[src/rtl/pixel_mem_arbiter.sv]
`default_nettype none
// pixel_mem_arbiter: shares one single-port pixel SRAM between the window reader and the
// gradient write-back path. One transaction in flight at a time; round-robin on contention.
module pixel_mem_arbiter #(
    parameter int ADDR_W = 16,
    parameter int DATA_W = 8,
    parameter int RD_LAT = 2
) (
    input  logic              clk,
    input  logic              n_rst,
    input  logic              rd_req,
    input  logic [ADDR_W-1:0] rd_addr,
    output logic              rd_grant,
    output logic [DATA_W-1:0] rd_data,
    output logic              rd_valid,
    input  logic              wr_req,
    input  logic [ADDR_W-1:0] wr_addr,
    input  logic [DATA_W-1:0] wr_data,
    output logic              wr_grant,
    output logic [ADDR_W-1:0] mem_addr,
    output logic [DATA_W-1:0] mem_wdata,
    output logic              mem_ren,
    output logic              mem_wen,
    input  logic [DATA_W-1:0] mem_rdata,
    output logic              busy
);

    localparam int CNT_W = 3;
    localparam logic [CNT_W-1:0] LAT_LOAD = CNT_W'(RD_LAT - 1);
    localparam logic GRANT_RD = 1'b0;
    localparam logic GRANT_WR = 1'b1;

    typedef enum logic [1:0] {
        IDLE    = 2'd0,
        RD_WAIT = 2'd1,
        RD_CAPT = 2'd2,
        WR_DONE = 2'd3
    } state_t;

    state_t            state;
    state_t            state_next;
    logic [CNT_W-1:0]  cnt;
    logic [CNT_W-1:0]  cnt_next;
    logic              last_grant;
    logic              last_next;
    logic              pick_rd;
    logic              rd_grant_next;
    logic              wr_grant_next;
    logic              ren_next;
    logic              wen_next;
    logic              rd_valid_next;
    logic              busy_next;
    logic [ADDR_W-1:0] addr_next;
    logic [DATA_W-1:0] wdata_next;
    logic [DATA_W-1:0] rd_data_next;

    always_ff @(posedge clk) begin
        if (!n_rst) begin
            state      <= IDLE;
            cnt        <= '0;
            last_grant <= GRANT_WR;
            rd_grant   <= 1'b0;
            wr_grant   <= 1'b0;
            mem_ren    <= 1'b0;
            mem_wen    <= 1'b0;
            rd_valid   <= 1'b0;
            busy       <= 1'b0;
            mem_addr   <= '0;
            mem_wdata  <= '0;
            rd_data    <= '0;
        end else begin
            state      <= state_next;
            cnt        <= cnt_next;
            last_grant <= last_next;
            rd_grant   <= rd_grant_next;
            wr_grant   <= wr_grant_next;
            mem_ren    <= ren_next;
            mem_wen    <= wen_next;
            rd_valid   <= rd_valid_next;
            busy       <= busy_next;
            mem_addr   <= addr_next;
            mem_wdata  <= wdata_next;
            rd_data    <= rd_data_next;
        end
    end

    always_comb begin
        state_next    = state;
        cnt_next      = cnt;
        last_next     = last_grant;
        rd_grant_next = 1'b0;
        wr_grant_next = 1'b0;
        ren_next      = 1'b0;
        wen_next      = 1'b0;
        rd_valid_next = 1'b0;
        addr_next     = mem_addr;
        wdata_next    = mem_wdata;
        rd_data_next  = rd_data;
        // Under contention the read wins only if the write went last.
        pick_rd       = rd_req && (!wr_req || (last_grant == GRANT_WR));

        case (state)
            IDLE: begin
                if (pick_rd) begin
                    state_next    = RD_WAIT;
                    cnt_next      = LAT_LOAD;
                    last_next     = GRANT_RD;
                    rd_grant_next = 1'b1;
                    ren_next      = 1'b1;
                    addr_next     = rd_addr;
                end else if (wr_req) begin
                    state_next    = WR_DONE;
                    last_next     = GRANT_WR;
                    wr_grant_next = 1'b1;
                    wen_next      = 1'b1;
                    addr_next     = wr_addr;
                    wdata_next    = wr_data;
                end
            end
            RD_WAIT: begin
                if (cnt == '0) begin
                    state_next = RD_CAPT;
                end else begin
                    cnt_next = cnt - 1'b1;
                end
            end
            RD_CAPT: begin
                rd_data_next  = mem_rdata;
                rd_valid_next = 1'b1;
                state_next    = IDLE;
            end
            WR_DONE: begin
                state_next = IDLE;
            end
            default: begin
                state_next = IDLE;
            end
        endcase

        busy_next = (state_next != IDLE);
    end

endmodule
`default_nettype wire

[config.mk]
export PLATFORM = sky130hd
export DESIGN_NAME = pixel_mem_arbiter
export DESIGN_NICKNAME = d
export VERILOG_FILES = /design/src/rtl/pixel_mem_arbiter.sv
export SDC_FILE = /design/constraint.sdc
export NUM_CORES = 1
export LEC_CHECK = 0
export ABC_AREA = 1
export ABC_CLOCK_PERIOD_IN_PS = 1370
export BUFFER_PORTS_ARGS = -buffer_cell sky130_fd_sc_hd__buf_4
export CAP_MARGIN = 20
export CELL_PAD_IN_SITES_DETAIL_PLACEMENT = 0
export CELL_PAD_IN_SITES_GLOBAL_PLACEMENT = 1
export CORE_ASPECT_RATIO = 0.6
export CORE_UTILIZATION = 25
export DETAILED_ROUTE_END_ITERATION = 12
export PLACE_DENSITY = 0.72
export REMOVE_ABC_BUFFERS = 1
export SYNTH_ARGS = -nofsm -noshare
export SYNTH_HDL_FRONTEND = slang
export SYNTH_SLANG_ARGS = --single-unit
[constraint.sdc]
create_clock -name clk -period 1.37 [get_ports clk]
set_clock_uncertainty 0.15 [all_clocks]
set_input_delay 0.137 -clock clk [delete_from_list [all_inputs] [get_ports clk]]
set_output_delay 0.137 -clock clk [all_outputs]
set_load 0.02 [all_outputs]
== Yosys cells after proc, flatten, opt, wreduce, memory -nomap -nowiden ==
Cells that the tools add are included.

* Flip-flop bits (word level): 42
* Input bits: 52
* Output and inout port bits: 38

* $add $sub $neg: 1
* Equal/unequal tests: 5
* Multiplexer cells: 14
* Bitwise operators: 3
* Reductions and logical operators: 14

{| class="wikitable"
|+ Operator list
! kind !! count
|-
| 16-bit two-way mux || 2
|-
| 2-bit two-way mux || 3
|-
| 3-bit two-way mux || 2
|-
| 2-bit one-hot mux with 3 select lines || 1
|-
| 3-bit one-hot mux with 2 select lines || 1
|-
| 3-bit AND reduction || 2
|-
| 2-bit nonzero test || 3
|-
| 1-bit two-way mux || 5
|-
| 2-bit equality test, second input constant || 2
|-
| 2-bit inequality test, second input constant || 2
|-
| 2-bit AND reduction || 2
|-
| 3-bit zero test || 1
|-
| 1-bit NOT || 3
|-
| 3-bit OR reduction || 1
|-
| 3-bit by 1-bit subtractor with 3-bit output, second input constant || 1
|-
| 2-bit by 1-bit equality test with 1-bit output, second input constant || 1
|-
| 2-bit zero test || 1
|-
| 2-bit OR reduction || 1
|-
| 1-bit logical AND || 1
|-
| 1-bit zero test || 1
|-
| 1-bit logical OR || 1
|}

== Depth between registers and ports, before layout ==
* Word-level depth: 6
* Gate-level depth with buffers: 8
* Mapped depth without buffers: 8

== Worst setup path before layout ==
No wires, ideal clock.

* Path kind: reg2reg
* Start: register cnt[0]
* End: register cnt[1]
* Library setup time: 0.115 ns
* Arrival: 1.079 ns
* Setup slack: 0.026 ns
* Stages on the path, launching flop included: 8
* Path buffers: 0
* Period minus slack after synthesis: 1.344 ns
* Cell sequence: dfxtp_1 > inv_1 > ha_1 > ha_1 > inv_1 > nand2_1 > a21oi_1 > nor2_1

* Word-level cells in the longest chain between the ends: 3

{| class="wikitable"
|+ Ends and longest elaborated chain
! what !! RTL line !! source
|-
| start, declared || 42 || <nowiki>logic [CNT_W-1:0] cnt;</nowiki>
|-
| start signal, assigned || 73 || <nowiki>cnt <= cnt_next;</nowiki>
|-
| 3-bit by 1-bit subtractor with 3-bit output or 3-bit zero test (tied branches) || 124, 121 ||
|-
| 3-bit two-way mux or 2-bit inequality test (tied branches) || n/a ||
|-
| 3-bit one-hot mux with 2 select lines or 3-bit AND reduction (tied branches) || n/a ||
|}

Several ways; a longest one is shown, not always the timed one. The select of a mux whose other input is x is not followed.
A chain may end at the register's enable or synchronous reset.

== Worst setup path after layout ==
* Start: register state[0]
* End: register mem_addr[14]

* Word-level cells in the longest chain between the ends: 2

{| class="wikitable"
|+ Ends and longest elaborated chain
! what !! RTL line !! source
|-
| start, declared || 40 || <nowiki>state_t state;</nowiki>
|-
| start signal, assigned || 72 || <nowiki>state <= state_next;</nowiki>
|-
| 2-bit zero test || 102 || <nowiki>case (state)</nowiki>
|-
| 2-bit AND reduction (no source line) || n/a ||
|-
| end signal, assigned || 81 || <nowiki>mem_addr <= addr_next;</nowiki>
|-
| end, declared || 20 || <nowiki>output logic [ADDR_W-1:0] mem_addr,</nowiki>
|}

Every way passes these cells.

==> results.sh <==
export IMPL_hold_class="input pin to flip-flop"
export IMPL_worst_setup_path_end_kind="flip-flop"
export IMPL_die_h_um=70.3
export IMPL_fmax_mhz=750
export IMPL_ys_types=19
export IMPL_switching_share=0.344
export IMPL_antenna_left=0
export IMPL_p_clk_frac=0.266
export IMPL_async_flop_share=0
export IMPL_finalSetupTns_ns=0
export IMPL_start_kind="flip-flop"
export IMPL_grt_max_degree=24
export IMPL_cts_buffers=5
export IMPL_layout_drive_gt1_share=0.346
export IMPL_critical_path_class="flip-flop to flip-flop"
export IMPL_fin_nets=455
export IMPL_start_util=0.263
export IMPL_first_global_vias=1958
export IMPL_ir_drop_v=0.000497
export IMPL_io_buffers=89
export IMPL_crit_path_max_fanout=7
export IMPL_fin_crit_ns=1.33
export IMPL_io_pins=90
export IMPL_synthToLayoutAreaGrowth_pct=64.9
export IMPL_ctsHtreeMaxLevel=2
export IMPL_cp_required_ns=1.44
export IMPL_relSlewSlack=0.853
export IMPL_gp_congestion=0.735
export IMPL_die_area_mm2=0.00814
export IMPL_post_dp_cell_area_mm2=0.00273
export IMPL_routed_via_count=2111
export IMPL_path_clk_slew_ns=0.06
export IMPL_min_period_over_period=0.973
export IMPL_p_int_mw=2.92
export IMPL_rr_startpoint="state[0]"
export IMPL_grt_use_total=0.144
export IMPL_r2r_slack_ns=0.04
export IMPL_core_mm2=0.00739
export IMPL_stdcell_count=506
export IMPL_vias_per_cell=4.17
export IMPL_whs_ns=-0.00167
export IMPL_fin_area_mm2=0.00320
export IMPL_multi_input_area_um2=995
export IMPL_avgSynthCellArea_um2=6.82
export IMPL_synth_flop_cell="dfxtp_1"
export IMPL_syn_inst=285
export IMPL_drtIter0Drc=59
export IMPL_wire_per_inst_um=11.8
export IMPL_clock_sinks=42
export IMPL_drtPass1Iterations=4
export IMPL_reg2reg_to="mem_addr[14]"
export IMPL_p_sw_mw=1.53
export IMPL_rows=24
export IMPL_hold_depth=5
export IMPL_die_w_um=116
export IMPL_finalHoldViolations=1
export IMPL_leakagePower_nw=1.68
export IMPL_powerDensity_mw_per_mm2=1390
export IMPL_critical_path_endpoint="mem_addr[14]"
export IMPL_drv_slew=0
export IMPL_rsz0062_at_grt="true"
export IMPL_grt_pass1_wl_um=9160
export IMPL_setup_viol=0
export IMPL_seq_area_um2=845
export IMPL_seqPwrFrac=0.349
export IMPL_num_fill_cells=804
export IMPL_utilization=0.434
export IMPL_clock_path_buffers=2
export IMPL_overflow=0
export IMPL_startpoint="state[0]"
export IMPL_antenna_found_initial=0
export IMPL_remaining_drc_errors=0
export IMPL_final_common_cell="buf_4"
export IMPL_violations="hold timing"
export IMPL_power_share_combinational=0.385
export IMPL_ys_seq_area_frac=0.433
export IMPL_layout_common_cells="buf_4 (101), nand2_1 (71), nor2_1 (54), nand3_1 (44), dfxtp_1 (39)"
export IMPL_num_antenna_cells=0
export IMPL_outcome="complete, but fails checks"
export IMPL_maxCapViolCount=0
export IMPL_synth_cell_area_mm2=0.00194
export IMPL_hpwlAfterDp_um=4080
export IMPL_clockRootBuffer="clkbuf_16"
export IMPL_drt_wl_total_um=5990
export IMPL_post_place_cells=474
export IMPL_crit_arrival_ns=1.40
export IMPL_ys_seq_elements=42
export IMPL_synth_edff_count=0
export IMPL_tightest_slew_ns=0.221
export IMPL_r2r_cells=6
export IMPL_clkLatencyLatePin_ns=0.28
export IMPL_cts_tree="built"
export IMPL_ys_warn_count=0
==> metal layers <==
metal,track usage,up-vias,part of all wire
met4,0.0342,0,0.0047
met2,0.228,52,0.44
met1,0.196,941,0.50
li1,-,1116,-
met3,0.0365,2,0.049
met5,0,-,0
==> final cells by class <==
| type | count | area share |
|---|---|---|
| multi-input cells | 201 | 0.310 |
| repair buffers | 121 | 0.303 |
| flip-flops and latches | 42 | 0.264 |
| clock buffers | 7 | 0.0445 |
| well taps | 104 | 0.0406 |
| inverters | 30 | 0.0363 |
| clock inverters | 1 | 0.00156 |
==> power groups by stage <==
stage | combinational, mW | clock, mW | sequential, mW
finish | 1.71 | 1.18 | 1.55
global route | 1.90 | 1.29 | 1.58
CTS | 1.51 | 1.22 | 1.55
detailed placement | 1.44 | 0 | 1.57
global placement | 1.42 | 0 | 1.57
floorplan | 0.615 | 0 | 1.77
==> worst min path at each step <==
stage                      from  slack, ns      endpoint
floorplan                 n_rst       0.07    last_grant
global placement     wr_data[1]       0.18  mem_wdata[1]
detailed placement   wr_data[4]       0.18  mem_wdata[4]
CTS                 wr_addr[12]     0.0003  mem_addr[12]
global route         wr_addr[2]       0.01   mem_addr[2]
finish              wr_addr[12]     -0.002  mem_addr[12]
==> cell families (layout without fill, tap and decap cells) <==
family | Yosys count | in the layout | share of synthesized area
AO/OA/AOI/OAI | 12 | 12 | 0.0309
adder cells (fa/ha/maj) | 2 | 2 | 0.0129
buffers and inverters | 45 | 159 | 0.109
flip-flops | 42 | 42 | 0.433
AND/OR/NAND/NOR | 184 | 187 | 0.415
==> sequential cells by signal (all words and copies together), names as in the netlist <==
name,cells
rd_valid,1
rd_data,8
cnt,3
mem_addr,16
mem_ren,1
mem_wen,1
busy,1
last_grant,1
state,2
mem_wdata,8
==> worst max-delay path: stages (launching register included) <==
cell,delay [ns]
dfxtp_2,0.35
nor2_4,0.13
buf_12,0.15
nand3_2,0.21
nand3_1,0.13
nand2_1,0.05
nor2_1,0.10
==> cell usage after synthesis (2+ instances only) <==
cell | n | area, um2
nand2_4 | 3 | 33.8
buf_6 | 2 | 22.5
nand2_1 | 74 | 278
inv_1 | 29 | 109
nor2_4 | 2 | 22.5
buf_4 | 5 | 37.5
ha_1 | 2 | 25.0
nand3_1 | 45 | 225
o21ai_0 | 9 | 45.0
buf_2 | 7 | 35.0
nor2_1 | 56 | 210
dfxtp_1 | 42 | 841
a21oi_1 | 3 | 15.0
==> what timing repair did <==
| action | 4_1_cts | 5_1_grt |
|---|---|---|
| pin swaps | 0 | 6 |
| resized for setup | 6 | 21 |
| gates cloned | 0 | 3 |
| endpoints found under the hold margin | 17 | 0 |
| hold buffers | 17 | 0 |
| setup endpoints to repair | 17 | 31 |
| buffers inserted | 0 | 4 |
==> stage by stage <==
stage          setup slack, ns  power, mW
2_1_floorplan           0.0260       2.38
5_1_grt                -0.0232       4.78
6_report                0.0369       4.45
3_3_place_gp           -0.0486       2.99
4_1_cts                -0.0213       4.28
3_5_place_dp           -0.0622       3.01
No activity file was read; power rests on OpenSTA's default activity.
